[src/rtl/spi_pkg.sv]
// ---------------------------------------------------------------------------
// spi_pkg
// Shared definitions for the SPI master controller:
//   - command codes presented on the cmd port
//   - controller state encoding
//   - bit positions of the {CPOL,CPHA} mode field
// ---------------------------------------------------------------------------
package spi_pkg;

    // Command codes; codes 6 and 7 are reserved and complete as no-ops.
    localparam logic [2:0] CMD_XFER     = 3'd0;
    localparam logic [2:0] CMD_INIT     = 3'd1;
    localparam logic [2:0] CMD_CS_ON    = 3'd2;
    localparam logic [2:0] CMD_CS_OFF   = 3'd3;
    localparam logic [2:0] CMD_SET_DIV  = 3'd4;
    localparam logic [2:0] CMD_SET_MODE = 3'd5;

    // Mode register layout: mode[1] = CPOL, mode[0] = CPHA.
    localparam int MODE_CPHA_BIT = 0;
    localparam int MODE_CPOL_BIT = 1;

    typedef enum logic [2:0] {
        IDLE       = 3'd0,
        XFER_HALF0 = 3'd1,
        XFER_HALF1 = 3'd2,
        INIT_RUN   = 3'd3,
        FINISH     = 3'd4
    } state_t;

endpackage

[src/rtl/spi_clk_div.sv]
// ---------------------------------------------------------------------------
// spi_clk_div
// Loadable down-counter producing a one-cycle half_tick every div+1 clocks.
//
// Ports:
//   clock      system clock
//   reset      synchronous active-high reset
//   enable     counter runs while high
//   load       restarts the half period (counter <= div)
//   div        half-period divider value (half period = div+1 clocks)
//   half_tick  high in the last clock of each half period
// ---------------------------------------------------------------------------
module spi_clk_div #(
    parameter int CNT_W = 8
) (
    input  logic             clock,
    input  logic             reset,
    input  logic             enable,
    input  logic             load,
    input  logic [CNT_W-1:0] div,
    output logic             half_tick
);

    logic [CNT_W-1:0] count;

    // After a load the counter holds div, so the tick lands div+1 cycles
    // later; each tick reloads automatically to start the next half period.
    always_ff @(posedge clock) begin
        if (reset) begin
            count <= '0;
        end else if (load) begin
            count <= div;
        end else if (enable) begin
            if (count == '0) begin
                count <= div;
            end else begin
                count <= count - CNT_W'(1);
            end
        end
    end

    assign half_tick = enable && !load && (count == '0);

endmodule

[src/rtl/spi_master_ctl.sv]
// ---------------------------------------------------------------------------
// spi_master_ctl
// Byte-serial SPI master: programmable SCLK divider, SPI modes 0..3,
// NCS active-low chip selects, slow-clock card INIT sequence and an
// idle-timeout flag. One command per start strobe; start is ignored
// while busy.
//
// Ports:
//   clock, reset      system clock, synchronous active-high reset
//   start, cmd        command strobe and code (see spi_pkg)
//   cs_sel            chip index for CS_ON (out of range -> all deasserted)
//   din               TX byte / SET_DIV value / SET_MODE {CPOL,CPHA}
//   dout              last received byte
//   busy, done        command in progress / one-cycle completion pulse
//   timeout           idle counter saturated
//   spi_cs_n, spi_sclk, spi_mosi, spi_miso   SPI bus
// ---------------------------------------------------------------------------
module spi_master_ctl
    import spi_pkg::*;
#(
    parameter int NCS         = 2,
    parameter int DIV_W       = 8,
    parameter int DIV_RESET   = 1,
    parameter int INIT_DIV    = 124,
    parameter int INIT_CLOCKS = 80,
    parameter int TIMEOUT_CNT = 2500000,
    localparam int SEL_W      = (NCS > 1) ? $clog2(NCS) : 1
) (
    input  logic             clock,
    input  logic             reset,
    input  logic             start,
    input  logic [2:0]       cmd,
    input  logic [SEL_W-1:0] cs_sel,
    input  logic [7:0]       din,
    output logic [7:0]       dout,
    output logic             busy,
    output logic             done,
    output logic             timeout,
    output logic [NCS-1:0]   spi_cs_n,
    output logic             spi_sclk,
    output logic             spi_mosi,
    input  logic             spi_miso
);

    localparam int INIT_W = $clog2(INIT_DIV + 1);
    localparam int CNT_W  = (DIV_W > INIT_W) ? DIV_W : INIT_W;
    localparam int HALF_W = $clog2(2 * INIT_CLOCKS + 1);
    localparam int TO_W   = $clog2(TIMEOUT_CNT + 1);

    localparam logic [TO_W-1:0]   TO_MAX    = TO_W'(TIMEOUT_CNT);
    localparam logic [HALF_W-1:0] INIT_LAST = HALF_W'(2 * INIT_CLOCKS - 1);

    state_t           state_q, state_d;
    logic [DIV_W-1:0] div_q, div_d;
    logic [1:0]       mode_q, mode_d;
    logic [NCS-1:0]   cs_n_q, cs_n_d;
    logic             sclk_q, sclk_d;
    logic             mosi_q, mosi_d;
    logic [7:0]       dout_q, dout_d;
    logic [7:0]       tx_q, tx_d;
    logic [7:0]       rx_q, rx_d;
    logic [2:0]       bit_q, bit_d;
    logic [HALF_W-1:0] init_q, init_d;
    logic             done_q, done_d;
    logic [TO_W-1:0]  to_q, to_d;

    logic             cpol;
    logic             cpha;
    logic             div_load;
    logic             div_run;
    logic             use_init_div;
    logic [CNT_W-1:0] div_sel;
    logic             half_tick;

    // One-hot-low decode of cs_sel; an index beyond NCS leaves every line high.
    function automatic logic [NCS-1:0] cs_decode(input logic [SEL_W-1:0] sel);
        logic [NCS-1:0] lines;
        lines = '1;
        for (int i = 0; i < NCS; i++) begin
            if (int'(sel) == i) begin
                lines[i] = 1'b0;
            end
        end
        return lines;
    endfunction

    assign cpol = mode_q[MODE_CPOL_BIT];
    assign cpha = mode_q[MODE_CPHA_BIT];

    // The divider is loaded on the accepting edge, so the source must already
    // reflect the incoming command while still in IDLE.
    assign use_init_div = (state_q == INIT_RUN) ||
                          ((state_q == IDLE) && (cmd == CMD_INIT));
    assign div_sel      = use_init_div ? CNT_W'(INIT_DIV) : CNT_W'(div_q);
    assign div_run      = (state_q == XFER_HALF0) || (state_q == XFER_HALF1) ||
                          (state_q == INIT_RUN);

    spi_clk_div #(
        .CNT_W (CNT_W)
    ) u_clk_div (
        .clock     (clock),
        .reset     (reset),
        .enable    (div_run),
        .load      (div_load),
        .div       (div_sel),
        .half_tick (half_tick)
    );

    // Next-state and datapath logic. Short commands take effect on the
    // accepting edge and park in FINISH for the done cycle; XFER and INIT
    // return straight to IDLE with done raised, so busy is already low
    // in their done cycle.
    always_comb begin
        state_d  = state_q;
        div_d    = div_q;
        mode_d   = mode_q;
        cs_n_d   = cs_n_q;
        sclk_d   = sclk_q;
        mosi_d   = mosi_q;
        dout_d   = dout_q;
        tx_d     = tx_q;
        rx_d     = rx_q;
        bit_d    = bit_q;
        init_d   = init_q;
        done_d   = 1'b0;
        to_d     = to_q;
        div_load = 1'b0;

        if (state_q == IDLE) begin
            if (start) begin
                to_d = '0;
            end else if (to_q != TO_MAX) begin
                to_d = to_q + TO_W'(1);
            end
        end

        case (state_q)
            IDLE: begin
                if (start) begin
                    case (cmd)
                        CMD_XFER: begin
                            state_d  = XFER_HALF0;
                            tx_d     = din;
                            rx_d     = '0;
                            bit_d    = '0;
                            mosi_d   = din[7];
                            div_load = 1'b1;
                            // CPHA=1 opens each bit with the leading edge.
                            sclk_d   = cpha ? ~cpol : cpol;
                        end
                        CMD_INIT: begin
                            state_d  = INIT_RUN;
                            cs_n_d   = '1;
                            mosi_d   = 1'b1;
                            sclk_d   = cpol;
                            init_d   = '0;
                            div_load = 1'b1;
                        end
                        CMD_CS_ON: begin
                            state_d = FINISH;
                            done_d  = 1'b1;
                            cs_n_d  = cs_decode(cs_sel);
                        end
                        CMD_CS_OFF: begin
                            state_d = FINISH;
                            done_d  = 1'b1;
                            cs_n_d  = '1;
                        end
                        CMD_SET_DIV: begin
                            state_d = FINISH;
                            done_d  = 1'b1;
                            div_d   = DIV_W'(din);
                        end
                        CMD_SET_MODE: begin
                            state_d = FINISH;
                            done_d  = 1'b1;
                            mode_d  = din[1:0];
                            sclk_d  = din[MODE_CPOL_BIT];
                        end
                        default: begin
                            state_d = FINISH;
                            done_d  = 1'b1;
                        end
                    endcase
                end
            end

            // End of the first half: the sampling edge for CPHA=0 is the
            // leading edge, for CPHA=1 the trailing edge; either way miso is
            // captured here.
            XFER_HALF0: begin
                if (half_tick) begin
                    state_d = XFER_HALF1;
                    rx_d    = {rx_q[6:0], spi_miso};
                    sclk_d  = cpha ? cpol : ~cpol;
                end
            end

            XFER_HALF1: begin
                if (half_tick) begin
                    if (bit_q == 3'd7) begin
                        state_d = IDLE;
                        done_d  = 1'b1;
                        dout_d  = rx_q;
                        mosi_d  = 1'b0;
                        sclk_d  = cpol;
                    end else begin
                        state_d = XFER_HALF0;
                        bit_d   = bit_q + 3'd1;
                        tx_d    = {tx_q[6:0], 1'b0};
                        mosi_d  = tx_q[6];
                        sclk_d  = cpha ? ~cpol : cpol;
                    end
                end
            end

            // Every tick is one SCLK half period; 2*INIT_CLOCKS halves make
            // the required number of full pulses and end back at CPOL.
            INIT_RUN: begin
                if (half_tick) begin
                    if (init_q == INIT_LAST) begin
                        state_d = IDLE;
                        done_d  = 1'b1;
                        mosi_d  = 1'b0;
                        sclk_d  = cpol;
                    end else begin
                        init_d = init_q + HALF_W'(1);
                        sclk_d = ~sclk_q;
                    end
                end
            end

            FINISH: begin
                state_d = IDLE;
            end

            default: begin
                state_d = IDLE;
            end
        endcase
    end

    // State register; reset is synchronous and puts the timeout counter at
    // saturation so timeout reads 1 straight out of reset.
    always_ff @(posedge clock) begin
        if (reset) begin
            state_q <= IDLE;
            div_q   <= DIV_W'(DIV_RESET);
            mode_q  <= 2'b00;
            cs_n_q  <= '1;
            sclk_q  <= 1'b0;
            mosi_q  <= 1'b0;
            dout_q  <= 8'h00;
            tx_q    <= 8'h00;
            rx_q    <= 8'h00;
            bit_q   <= 3'd0;
            init_q  <= '0;
            done_q  <= 1'b0;
            to_q    <= TO_MAX;
        end else begin
            state_q <= state_d;
            div_q   <= div_d;
            mode_q  <= mode_d;
            cs_n_q  <= cs_n_d;
            sclk_q  <= sclk_d;
            mosi_q  <= mosi_d;
            dout_q  <= dout_d;
            tx_q    <= tx_d;
            rx_q    <= rx_d;
            bit_q   <= bit_d;
            init_q  <= init_d;
            done_q  <= done_d;
            to_q    <= to_d;
        end
    end

    assign busy     = (state_q != IDLE);
    assign done     = done_q;
    assign timeout  = (to_q == TO_MAX);
    assign dout     = dout_q;
    assign spi_cs_n = cs_n_q;
    assign spi_sclk = sclk_q;
    assign spi_mosi = mosi_q;

endmodule

[config.mk]
export PLATFORM = sky130hd
export DESIGN_NAME = spi_master_ctl
export DESIGN_NICKNAME = d
export VERILOG_FILES = /design/src/rtl/spi_pkg.sv /design/src/rtl/spi_clk_div.sv /design/src/rtl/spi_master_ctl.sv
export SDC_FILE = /design/constraint.sdc
export NUM_CORES = 1
export LEC_CHECK = 0
export BUFFER_PORTS_ARGS = -buffer_cell sky130_fd_sc_hd__buf_2
export CAP_MARGIN = 10
export CELL_PAD_IN_SITES_DETAIL_PLACEMENT = 0
export CELL_PAD_IN_SITES_GLOBAL_PLACEMENT = 1
export CORE_MARGIN = 2
export CORE_UTILIZATION = 49
export DETAILED_ROUTE_END_ITERATION = 8
export PLACE_DENSITY_LB_ADDON = 0.1
export SYNTH_ARGS = -nofsm -noshare
export SYNTH_HDL_FRONTEND = slang
export SYNTH_SLANG_ARGS = --single-unit
[constraint.sdc]
create_clock -name clock -period 5.6 [get_ports clock]
set_input_delay 0.56 -clock clock [delete_from_list [all_inputs] [get_ports clock]]
set_output_delay 0.56 -clock clock [all_outputs]
set_load 0.01 [all_outputs]
# Word-level counts from Yosys, hierarchy flattened
# Cells that the tools add are included.
dict set report word_totals {
  out_inout_bits 15
  inputBits 16
  word_cells 138
  ff_bits 82
}
dict set report classes {
  add_sub_neg 4
  n_eq_ne 23
  reduce_logical 32
  mux 63
  bitwise_logic 2
}
# op n
set ops {}
lappend ops {{8-bit 2-to-1 mux} 11}
lappend ops {{22-bit 2-to-1 mux} 2}
lappend ops {{8-bit one-hot mux with 2 select lines} 2}
lappend ops {{7-bit 2-to-1 mux} 4}
lappend ops {{3-bit 2-to-1 mux} 9}
lappend ops {{1-bit 2-to-1 mux} 25}
lappend ops {{22-bit by 1-bit adder with 22-bit output, second input constant} 1}
lappend ops {{22-bit == test, second input constant} 1}
lappend ops {{22-bit inequality test, second input constant} 1}
lappend ops {{5-bit AND reduction} 3}
lappend ops {{2-bit inequality test, second input constant} 7}
lappend ops {{7-bit one-hot mux with 2 select lines} 1}
lappend ops {{3-bit by 2-bit == test with 1-bit output, second input constant} 4}
lappend ops {{3-bit one-hot mux with 2 select lines} 2}
lappend ops {{3-bit one-hot mux with 4 select lines} 1}
lappend ops {{3-bit AND reduction} 4}
lappend ops {{6-bit AND reduction} 2}
lappend ops {{2-bit nonzero test} 6}
lappend ops {{3-bit == test, second input constant} 3}
lappend ops {{1-bit one-hot mux with 3 select lines} 3}
lappend ops {{8-bit by 1-bit adder with 8-bit output, second input constant} 1}
lappend ops {{8-bit == test, second input constant} 1}
lappend ops {{8-bit logical NOT} 1}
lappend ops {{8-bit by 1-bit subtractor with 8-bit output, second input constant} 1}
lappend ops {{18 further kinds} 28}

# Depth between registers and ports, before layout
dict set report logic_depth {
  ltp_word 10
  depth_mapped 9
  ltp_nobuf 7
}

# Modules after synthesis
# Synthesis repeated with hierarchy kept, for this count alone.
dict set report unflattened {
  hier_cells 509
  area_unflattened_um2 4207.8
}
# module seq_area_each_um2 area_each_um2 cells_per_inst instances
set by_module_without_submodules {}
lappend by_module_without_submodules {spi_master_ctl 1481.4 3631.0 437 1}
lappend by_module_without_submodules {spi_clk_div 160.2 576.8 72 1}

# Worst setup path before layout
# OpenSTA, ideal clock, no wires.
dict set report synth_timing {
  path_kind {input to register}
  start {input cmd[2]}
  end {register init_q[6]}
  required_time_ps 5460
  t_arrival_ps 1927
  stages 6
  setup_time_ps 140
  n_path_buf 1
  path_slack_ps 3533
  path_cell_list {clkbuf_1 > nor3b_1 > nand2_1 > a21o_1 > nor3_2 > a311oi_1}
}
dict set report synth_between {
  elab_chain_cells 10
  elab_cells_between_ends 12
  classes_between {eq/ne (3); mux (3); reduce/logical (6)}
}
# item line
set synth_rtl {}
lappend synth_rtl {{start: declaration} spi_master_ctl.sv:32} ;# input logic [2:0] cmd,
lappend synth_rtl {{3-bit by 1-bit == test with 1-bit output or 3-bit logical NOT (tied branches)} spi_master_ctl.sv:140} ;# case (cmd)
lappend synth_rtl {{2-bit OR reduction (no line)} n/a}
lappend synth_rtl {{1-bit 2-to-1 mux} spi_master_ctl.sv:140}
lappend synth_rtl {{1-bit 2-to-1 mux} spi_master_ctl.sv:139} ;# if (start) begin
lappend synth_rtl {{1-bit 2-to-1 mux} spi_master_ctl.sv:137} ;# case (state_q)
lappend synth_rtl {{1-bit logical NOT} spi_clk_div.sv:42} ;# assign half_tick = enable && !load && (count == '0);
lappend synth_rtl {{1-bit logical AND (2 in series)} spi_clk_div.sv:42}
lappend synth_rtl {{2-bit inequality test (no line)} n/a}
lappend synth_rtl {{5-bit AND reduction (no line) *} n/a}
lappend synth_rtl {{end signal: assignment} spi_master_ctl.sv:271} ;# init_q <= init_d;
lappend synth_rtl {{end: declaration} spi_master_ctl.sv:63} ;# logic [HALF_W-1:0] init_q, init_d;
# Every way passes the cells marked *; elsewhere a longest branch is shown, timed or not.
# A chain may end at the register's enable or synchronous reset.

# Final worst setup path
dict set report layout_timing {
  start {register state_q[0]}
  end {register tx_q[2]}
}
dict set report layout_between {
  elab_chain_cells 7
  elab_cells_between_ends 17
  classes_between {eq/ne (7); mux (2); reduce/logical (8)}
}
# item line
set layout_rtl {}
lappend layout_rtl {{start: declaration} spi_master_ctl.sv:53} ;# state_t state_q, state_d;
lappend layout_rtl {{start signal: assignment} spi_master_ctl.sv:261} ;# state_q <= state_d;
lappend layout_rtl {{3-bit by 1-bit == test with 1-bit output, or another cell as far along} spi_master_ctl.sv:95} ;# assign div_run = (state_q == XFER_HALF0) || (state_q == XFER_HALF1) ||
lappend layout_rtl {{1-bit logical OR or 1-bit 2-to-1 mux (tied branches)} {spi_master_ctl.sv:95, spi_master_ctl.sv:137}}
lappend layout_rtl {{1-bit logical OR or 1-bit logical NOT (tied branches)} {spi_master_ctl.sv:95, spi_clk_div.sv:42}}
lappend layout_rtl {{1-bit logical AND (2 in series)} spi_clk_div.sv:42}
lappend layout_rtl {{2-bit inequality test (no line)} n/a}
lappend layout_rtl {{5-bit AND reduction (no line)} n/a}
lappend layout_rtl {{end signal: assignment} spi_master_ctl.sv:268} ;# tx_q <= tx_d;
lappend layout_rtl {{end: declaration} spi_master_ctl.sv:60} ;# logic [7:0] tx_q, tx_d;
# Parallel ways exist; a longest one is shown, timed or not.

==> metrics.yaml <==
slew_violations: 0
path_buf_inv: 1
arrival_ps: 2960
firstDrtPassIters: 4
multiInputGateArea_mm2: 0.002221
fp.dieH_um: 94.31
synth_xor_xnor_area_share_pct: 3.945
cp-start-kind: "flop"
drive_gt1_share_pct: 11.93
async_flop_share_pct: 0
clock-sinks: 82
die_w_um: 94.31
clock_path_buffers: 2
finalCriticalPeriod_ps: 2707
grt-ovfl-total: 0
portBuffers: 30
p_leak_nw: 1.733
antenna_cells: 0
nFillCells: 751
worstPathRequired_ps: 5860
finalWirelength_um: 8955
pwr_density_cell_mw_per_mm2: 406.4
slowest_delay_ps: 610
regArea_mm2: 0.001642
syn_area_mm2: 0.003996
final_nets: 504
fin_crit_sh_pct: 48.34
synth-adder-area-share_pct: 2.192
rsz0062_at_grt: "false"
cts_buffers: 9
grt.total_usage_pct: 21.40
syn_to_final_growth_pct: 9.831
synth_edf_count: 0
synth_most_common_cell: "dfxtp_1"
drv_cap: 0
cpMaxStageDelayCell: "nor3_4"
setup-tns-final_ps: 0
synth.distinct_cells: 56
hold_violations: 0
num_rows: 32
ant_nets: 0
crit_type: "reg -> reg"
p_total_mw: 1.784
clkLatencyLatePin_ps: 350
synth.area.mux_share_pct: 5.761
initial_core_util_pct: 51.19
avgSynthCellArea_um2: 8.688
grt_pass1_wl_um: 15120
ys.warnings.count: 0
tightest_slew_ps: 927.9
synth_top_area_share_pct: 41.08
cts_hold_buf: 0
antenna_found_initial: 0
synth-compound-area-share_pct: 19.51
io_pins: 31
cts.htree.levels: 3
cts_resized: 0
place_congestion: 0.8351
cpLargestDelayFamily: "simple AND/OR/NAND/NOR gates"
core_area_mm2: 0.007807
drtIter0Drc: 179
yosys_most_used_dff: "dfxtp_1"
post-route-drc-count: 0
synthTopCellsByArea: "dfxtp_1, mux2i_1, nor2_1, a21oi_1, a211oi_1"
yosysTopAreaCell: "dfxtp_1"
grt_pass1_vias: 3137
synthCells: 460
post_drt_wl_per_cell_um: 15.23
status: "completed"
ys_top_cells_by_count: "dfxtp_1, nor2_1, a21oi_1, nand2_1, mux2i_1"
cp-end-kind: "flop"
clock.fmax_ghz: 0.3694
syn-num-nets: 483
clkTransAtPathRegs_ps: 80
hpwl_um: 6294
place_area_mm2: 0.004200
slew_headroom_pct: 37.57
worstPathCellList: "nor3_4, inv_2, nor4_1, a22o_1, nor2_1, a211oi_1"
ir_drop_v: 0.0002131
path_max_fanout: 17
vias: 3409
final_cell_area_mm2: 0.004389
grt_max_degree: 58
skew_ps: 10.55
die_area_mm2: 0.008894
viasPerCell: 5.798
synth_top_family_by_area: "simple AND/OR/NAND/NOR gates"
setup_viol: 0
tritoncts: "yes"
ctsRootBufferMaster: "clkbuf_8"
ys_seq_area_share_pct: 41.08
synth-simple-area-share_pct: 24.05
cts_setup_buffers: 0
hold_path.class: "in -> reg"
ys_seq_elements: 82
layout by cell type (no fill, tap or decap), drive strengths merged, types with 3 or more instances in the layout:
cell,instances
xor2,11
o31ai,4
or3,3
and3b,4
nand4,10
nor3,20
a21oi,30
nor4b,4
dfxtp,82
a311oi,3
and3,8
inv,13
nand2b,7
o21ai,12
buf,32
nor2,57
nand3,17
clkbuf,11
o22ai,3
xnor2,7
nand2,30
and2,4
a21o,9
a41oi,3
a22o,9
nor2b,3
a31oi,3
o21a,3
nor4,6
mux2i,23
a2111oi,3
ha,7
nand3b,3
a211oi,16
state kept, by name, indices dropped and copies added (netlist names):
register,count
bit_q,3
div_q,8
done,1
dout,8
init_q,8
mode_q,2
rx_q,8
spi_cs_n,2
spi_mosi,1
spi_sclk,1
state_q,3
to_q,22
tx_q,7
u_clk_div.count,8
through the flow:
stage	util (%)	worst slack, ps	hold WS (ps)	instances
after floorplan	-	3533	435.1	460
after global placement	53.80	2969	444.9	572
after detailed placement	53.80	2902	448.5	572
after CTS	56.22	2875	402.0	588
after global routing	56.22	2475	414.7	588
final	56.22	2893	419.4	588
worst paths after layout:
check | start | end | slack, ps | cells after the start
setup / recovery | state_q[0] | tx_q[2] | 2890 | 6
hold / removal | spi_miso | rx_q[0] | 420 | 2
setup reg to reg | state_q[0] | tx_q[2] | 2890 | 6
hold reg to reg | bit_q[1] | bit_q[1] | 460 | 2
power by group:
| group | internal [mW] | switching, mW |
|---|---|---|
| combinational | 0.242 | 0.405 |
| sequential | 0.651 | 0.0828 |
| clock | 0.187 | 0.216 |
cell type report:
class | count | area share, %
Clock buffer | 11 | 3.449
Tap cell | 102 | 2.908
Inverter | 12 | 1.026
Multi-Input combinational cell | 344 | 50.60
Clock inverter | 5 | 0.8552
Timing Repair Buffer | 32 | 3.763
Sequential cell | 82 | 37.40
worst reg2reg max path, cell delays in order (launching register included):
cell      delay (ps)
dfxtp_1          460
nor3_4           610
inv_2            150
nor4_1           610
a22o_1           520
nor2_1            80
a211oi_1         210
routing by layer:
| layer | wire (um) | track usage [%] | vias up |
|---|---|---|---|
| li1 | - | - | 1729 |
| met1 | 4635 | 31.59 | 1615 |
| met2 | 3839 | 31.31 | 61 |
| met3 | 429 | 3.692 | 4 |
| met4 | 49 | 7.609 | 0 |
| met5 | 0 | 0 | - |
kinds of logic (layout without fill, tap and decap cells):
| group | after synthesis | in the layout |
|---|---|---|
| XOR/XNOR | 18 | 18 |
| AND/OR/NAND/NOR | 183 | 183 |
| multiplexers | 23 | 23 |
| buffers and inverters | 34 | 60 |
| flip-flops | 82 | 82 |
| AO/OA/AOI/OAI | 113 | 113 |
| adder cells (fa/ha/maj) | 7 | 7 |
Power figures use the tool's default switching activity.
